$ cat config.mk
export PLATFORM = sky130hd
export DESIGN_NAME = keypad_event_filter
export DESIGN_NICKNAME = d
export VERILOG_FILES = /design/src/rtl/keypad_event_filter.sv
export SDC_FILE = /design/constraint.sdc
export NUM_CORES = 1
export LEC_CHECK = 0
export ABC_AREA = 1
export CORE_MARGIN = 1
export CORE_UTILIZATION = 25
export DETAILED_ROUTE_END_ITERATION = 12
export PLACE_DENSITY_LB_ADDON = 0.1
export SLEW_MARGIN = 20
export SYNTH_ARGS = -nofsm -noshare
export SYNTH_HDL_FRONTEND = slang
export SYNTH_SLANG_ARGS = --single-unit
$ cat constraint.sdc
create_clock -name clk -period 2.6 [get_ports clk]
set_input_delay 0.65 -clock clk [delete_from_list [all_inputs] [get_ports clk]]
set_output_delay 0.65 -clock clk [all_outputs]
set_load 0.05 [all_outputs]
$ cat src/rtl/keypad_event_filter.sv
// Front end for the 4-button combination lock: synchronises and debounces the raw
// buttons, then turns each clean single-key press into one stretched one-hot event.
module keypad_event_filter #(
    parameter int DEBOUNCE_CYCLES = 250000,
    parameter int PULSE_CYCLES    = 1
) (
    input  logic       clk,
    input  logic       rst,
    input  logic [3:0] btn_in,
    output logic [3:0] key_pulse,
    output logic [1:0] key_code,
    output logic       key_valid,
    output logic       multi_err
);

    localparam int DCW = $clog2(DEBOUNCE_CYCLES + 1);
    localparam int PCW = $clog2(PULSE_CYCLES + 1);
    localparam logic [DCW-1:0] DEB_LAST   = DCW'(DEBOUNCE_CYCLES - 1);
    localparam logic [PCW-1:0] PULSE_LOAD = PCW'(PULSE_CYCLES);

    typedef enum logic [1:0] {IDLE, HELD, LOCKOUT} state_e;

    function automatic logic [1:0] onehot_to_code(input logic [3:0] v);
        logic [1:0] c;
        c = '0;
        for (int i = 0; i < 4; i++) begin
            if (v[i]) c = 2'(i);
        end
        return c;
    endfunction

    logic [3:0]          meta_q, sync_q;
    logic [3:0]          deb_q, deb_d;
    logic [3:0][DCW-1:0] deb_cnt_q, deb_cnt_d;
    state_e              state_q, state_d;
    logic [3:0]          held_q, held_d;
    logic                launch, err;
    logic [3:0]          pulse_q, pulse_d;
    logic [1:0]          code_q, code_d;
    logic                valid_q, valid_d;
    logic [PCW-1:0]      pcnt_q, pcnt_d;
    logic                err_q;

    // NOTE: every piece of state is written with <= so all registers see the pre-edge values of each other.
    always_ff @(posedge clk or negedge rst) begin
        if (!rst) begin
            meta_q <= '0;
            sync_q <= '0;
        end else begin
            meta_q <= btn_in;
            sync_q <= meta_q;
        end
    end

    // NOTE: next-state values get a default first so no path leaves them unassigned (no latches).
    always_comb begin
        deb_d     = deb_q;
        deb_cnt_d = '0;
        for (int i = 0; i < 4; i++) begin
            if (sync_q[i] != deb_q[i]) begin
                if (deb_cnt_q[i] == DEB_LAST) deb_d[i] = ~deb_q[i];
                else                          deb_cnt_d[i] = deb_cnt_q[i] + DCW'(1);
            end
        end
    end

    // NOTE: the counters are a packed vector, so one '0 clears them all on reset.
    always_ff @(posedge clk or negedge rst) begin
        if (!rst) begin
            deb_q     <= '0;
            deb_cnt_q <= '0;
        end else begin
            deb_q     <= deb_d;
            deb_cnt_q <= deb_cnt_d;
        end
    end

    always_comb begin
        state_d = state_q;
        held_d  = held_q;
        launch  = 1'b0;
        err     = 1'b0;
        case (state_q)
            IDLE: begin
                if (deb_q != '0) begin
                    if ($onehot(deb_q)) begin
                        launch  = 1'b1;
                        held_d  = deb_q;
                        state_d = HELD;
                    end else begin
                        err     = 1'b1;
                        state_d = LOCKOUT;
                    end
                end
            end
            HELD: begin
                if (deb_q == '0) begin
                    state_d = IDLE;
                end else if (deb_q != held_q) begin
                    err     = 1'b1;
                    state_d = LOCKOUT;
                end
            end
            LOCKOUT: begin
                if (deb_q == '0) state_d = IDLE;
            end
            default: state_d = IDLE;
        endcase
    end

    // A running stretch always finishes; a launch that lands during one is dropped.
    always_comb begin
        pulse_d = pulse_q;
        code_d  = code_q;
        valid_d = valid_q;
        pcnt_d  = pcnt_q;
        if (pcnt_q != '0) begin
            pcnt_d = pcnt_q - PCW'(1);
            if (pcnt_q == PCW'(1)) begin
                pulse_d = '0;
                code_d  = '0;
                valid_d = 1'b0;
            end
        end else if (launch) begin
            pulse_d = deb_q;
            code_d  = onehot_to_code(deb_q);
            valid_d = 1'b1;
            pcnt_d  = PULSE_LOAD;
        end
    end

    always_ff @(posedge clk or negedge rst) begin
        if (!rst) begin
            state_q <= IDLE;
            held_q  <= '0;
            pulse_q <= '0;
            code_q  <= '0;
            valid_q <= 1'b0;
            pcnt_q  <= '0;
            err_q   <= 1'b0;
        end else begin
            state_q <= state_d;
            held_q  <= held_d;
            pulse_q <= pulse_d;
            code_q  <= code_d;
            valid_q <= valid_d;
            pcnt_q  <= pcnt_d;
            err_q   <= err;
        end
    end

    assign key_pulse = pulse_q;
    assign key_code  = code_q;
    assign key_valid = valid_q;
    assign multi_err = err_q;

endmodule

## Word level (Yosys, flattened, before mapping)

Index checks and enable logic that the tools add are counted.

- Reduce and logical (&&, ||, !) cells: 10
- Multiplexer cells: 33
- $add $sub $neg: 8
- Equal/unequal tests: 15
- Bitwise logic cells: 4

Operators with widths:

| cell | number |
|---|---|
| $mux 18 | 8 |
| $add 18x1->18 const B | 4 |
| $eq 18x18->1 const B | 4 |
| $mux 2 | 9 |
| $mux 1 | 12 |
| $mux 4 | 2 |
| $reduce_and 2->1 | 4 |
| $pmux 2 s3 | 1 |
| $reduce_and 3->1 | 2 |
| $add 1x1->2 | 2 |
| $logic_not 4->1 | 1 |
| $ne 1x1->1 | 4 |
| $ne 2x2->1 const B | 2 |
| $ne 4x4->1 | 1 |
| $not 1->1 | 4 |
| $reduce_bool 4->1 | 1 |
| $add 2x2->3 | 1 |
| $eq 3x1->1 const B | 1 |
| $ne 3x3->1 const B | 1 |
| $eq 2x1->1 const B | 1 |
| $eq 2x2->1 const B | 1 |
| $logic_not 2->1 | 1 |
| $pmux 1 s2 | 1 |
| $reduce_bool 2->1 | 1 |
| $sub 1x1->1 const B | 1 |

- Word-level logic and storage cells: 87
- Bits of input ports: 6
- Output and inout port bits: 8
- Register bits: 99

## Logic depth before layout (Yosys ltp)

- Depth after elaboration: 8
- Depth in mapped cells: 12
- Gate-level depth less buffers: 12

## Least setup slack after synthesis

OpenSTA, ideal clock, no wires.

- Path kind: register to register
- Start: register deb_q[0]
- End: register pulse_q[1], in the netlist key_pulse[1]
- Required time: 2472 ps
- Buffers on the path: 1
- Stages on the path, launching flop included: 12
- Arrival time: 2243 ps
- Path slack: 230 ps
- Clock period less this slack: 2370 ps
- Library setup time: 128 ps
- Path through: dfrtp_1 -> inv_1 -> fa_1 -> inv_1 -> ha_1 -> ha_1 -> nand3b_1 -> nor2_8 -> inv_2 -> buf_6 -> nand3_1 -> o21ai_1

- Longest elaborated chain between the ends: 7

RTL lines:

| element | RTL line | text |
|---|---|---|
| start, declared | 33 | `logic [3:0] deb_q, deb_d;` |
| start signal, assigned | 70 | `deb_q <= '0;` |
| start signal, assigned | 73 | `deb_q <= deb_d;` |
| $add 1x1->2 (not written as such) | 86 | `if ($onehot(deb_q)) begin` |
| $add 2x2->3 (not written as such) | 86 |  |
| $eq 3x1->1 | 86 |  |
| $mux 1 | 86 |  |
| $mux 1 (*) | 85 | `if (deb_q != '0) begin` |
| $mux 1 (*) | 83 | `case (state_q)` |
| $reduce_bool 2->1 (no line) (*) | - |  |
| end signal, assigned | 144 | `pulse_q <= pulse_d;` |
| end, declared | 38 | `logic [3:0] pulse_q, pulse_d;` |

Mark *: on every way between the ends. The rest lies on a longest branch, timed or not.
A chain may end at the register's enable or synchronous reset.

## Worst setup path in the final report

- Start: register deb_q[0]
- End: register code_q[1], in the netlist key_code[1]

- Longest elaborated chain between the ends: 7

RTL lines:

| element | RTL line | text |
|---|---|---|
| $add 1x1->2 (not written as such) | 86 |  |
| $add 2x2->3 (not written as such) | 86 |  |
| $eq 3x1->1 | 86 |  |
| $mux 1 | 86 |  |
| $mux 1 (*) | 85 |  |
| $mux 1 (*) | 83 |  |
| $reduce_bool 2->1 (no line) (*) | - |  |
| end signal, assigned | 145 | `code_q <= code_d;` |
| end, declared | 39 | `logic [1:0] code_q, code_d;` |

Marks and branches as above.

==> out/qor.txt <==
Compound-Gate Fraction of Synth Area: 2.84%
RD Place Congestion: 0.854
Synth area leaders: dfrtp_1, nor2_1, nand2_1, inv_1, nand3_1
Dpl hpwl: 9010 um
CTS Buf Count: 9
Minimum clock period: 2380 ps
I/O pins: 14
Final setup viols: 0
Ys Warns: 0
Final cell count without fillers: 983
Skew final: 6.39 ps
Leakage: 2.67 nW
Final worst slack: 218 ps
Cell Chain, Critical Path: inv_1, fa_1, inv_1, ha_1, ha_1, nand3b_1, nor2_8, inv_2, nor2_4, o21ai_0, nand2_1
Initial Util: 25.7%
Max_cap viols: 0
Routed Antenna Nets: 0
CTS Buffer Depth: 2
Final Cell Area: 0.00606 mm^2
RSZ-0062 raised after global routing: false
CP arrival: 2660 ps
Hold crit path type: in2async
Core area: 0.0204 mm^2
Post-synthesis cell count: 677
Largest family of logic cells by synthesized area: simple AND/OR/NAND/NOR gates
Yosys reg bits: 99
CTS H-tree depth: 3
Final Slew Violations: 0
Buffers added on ports: 13
Pre-CTS setup slack: 221 ps
# hold bufs at CTS: 0
Antenna Cells: 0
Residual overflow from global routing: 0
Net Count, Synth: 691
Avg Cell Area, Syn: 7.74 um^2
CP max FO: 12
Post-synth EDFFs: 0
Layout cells sized above 1: 7.01%
Worst-path clk slew: 70 ps
Area share of the largest cell type after synthesis: 47.3%
Largest net degree at the start of global routing: 37
DP Area: 0.00577 mm^2
Final worst-path cycle share: 91.6%
Required time of the critical path: 2880 ps
Simple-gate portion of the synthesized area: 36.1%
FFs w/ async S/R, synth: 100%
R2R setup slack: 220 ps
Most common cell after layout, fill and taps aside: nor2_1
Vias per inst: 4.25
Die Span Y: 147 um
CTS Root Cell: clkbuf_16
Top Family by Delay on Critical Path: adder cells
Dpl cells: 967
Critical path's largest stage delay: 530 ps
CP Launch Type: flop
Critical path buffer and inverter count: 3
Final wirelength: 12000 um
Die width: 147 um
Area delta synth->final: 15.7%
Synth Flop Type: dfrtp_1
Status: complete, no violations
Cts repair resizes: 0
# DRC: 0
Slew headroom: 58.4%
FP Rows: 52
Power Density: 502 mW/mm^2
Commonest cells after routing, fill and taps aside: nor2_1, nand2_1, dfrtp_1
Wire length of the first global-routing pass: 20400 um
DR iter-0 viols: 178
Via count: 4182
Drt wl/cell: 12.2 um
Max VDD drop: 0.208 mV
Sequential cell area fraction in the yosys report: 47.3%
Mapped Area: 0.00524 mm^2
Crit path kind: reg2reg
Post-synthesis adder-cell area fraction: 2.05%
Post-CTS Setup Inserts: 0
Setup TNS: 0 ps
Post-Synth XOR/XNOR Area: 6.30%
Drt first pass iters: 4
Total Nets Final: 722
Hold slack: 274 ps
Final hold violation count: 0
Distinct cells, synth: 35
# fillers: 2146
Fmax achieved: 0.420 GHz
CTS tree: built
Slowest CP cell: fa_1
Number of antenna violations at the first check in global routing: 0
Worst setup EP type: flop
Least-Margin Pin Slew: 622 ps
Die ar.: 0.0215 mm^2
Clock net sink count: 99
Cell taking the most area after synthesis: dfrtp_1
Clock Latency Late Sink: 350 ps
Share of synthesized area spent on multiplexers: 0%
All-layer global routing usage: 12.0%
Vias in the first global route: 4136
[final timing paths]
| kind | start | endpoint | cells after the start |
|---|---|---|---|
| max | deb_q[0] | key_code[1] | 11 |
| min | rst | deb_cnt_q[67] | 1 |
| max reg2reg | deb_q[0] | key_code[1] | 11 |
| min reg2reg | meta_q[2] | sync_q[2] | 0 |
| max in group asynchronous | rst | deb_cnt_q[40] | 2 |
| min in group clk | meta_q[2] | sync_q[2] | 0 |
[cell type report]
class	count	area (um^2)	area share, %
clock buffer	11	233	3.84
clock inverter	5	61.3	1.01
inverter	71	267	4.39
multi-input combinational	505	2480	40.9
sequential	99	2480	40.9
tap	270	338	5.57
timing repair buffer	22	208	3.42
[registers in the layout, summed over array words and instances (netlist names)]
name	count
deb_cnt_q	72
deb_q	4
held_q	4
key_code	2
key_pulse	4
key_valid	1
meta_q	4
multi_err	1
pcnt_q	1
state_q	2
sync_q	4
[per-stage QoR]
stage	utilization (%)	total power, mW
final	29.8	3.04
after floorplan	-	1.65
after detailed placement	28.3	1.72
after global placement	28.3	1.71
after CTS	29.8	3.12
after global routing	29.8	3.19
[worst reg2reg max path, stage by stage, from the launching register on]
cell      delay (ps)
dfrtp_1          340
inv_1             80
fa_1             530
inv_1             40
ha_1             170
ha_1             260
nand3b_1         270
nor2_8           210
inv_2            130
nor2_4           110
o21ai_0          100
nand2_1           80
[power by group]
part | internal (mW) | total, mW | switching [mW]
Sequential | 1.56 | 1.58 | 0.0163
Combinational | 0.0324 | 0.105 | 0.0721
Clock | 0.755 | 1.36 | 0.608
[synth_stat cells (2+ instances only)]
cell and count:
nor2_4 3, nor3_2 3, and2_0 2, a21oi_2 2, nor2_2 2, a31oi_1 3
xnor2_1 11, nor3_1 11, nor2_1 174, xor2_1 23, inv_2 4, nand3_1 48
nand2_1 153, ha_1 7, o21ai_1 3, a21oi_1 11, and2_1 3, xnor2_2 2
o21ai_0 7, nand2_2 3, nand4_1 17, dfrtp_1 99, inv_1 67, nor3b_1 3
nand3b_1 5, or2_2 2
[metal layers]
| layer | vias to the layer above | wire length, um | track usage [%] |
|---|---|---|---|
| li1 | 2184 | - | - |
| met3 | 14 | 240 | 1.86 |
| met5 | - | 0 | 0 |
| met4 | 0 | 204 | 5.05 |
| met2 | 41 | 5350 | 19.2 |
| met1 | 1943 | 6210 | 16.1 |
[logic make-up after synthesis]
kind of cell | after synthesis
buf+inv | 73
xor+xnor | 36
simple gates | 434
flops | 99
fa+ha+maj | 8
compound gates | 27
(Power assumes the default switching activity.)
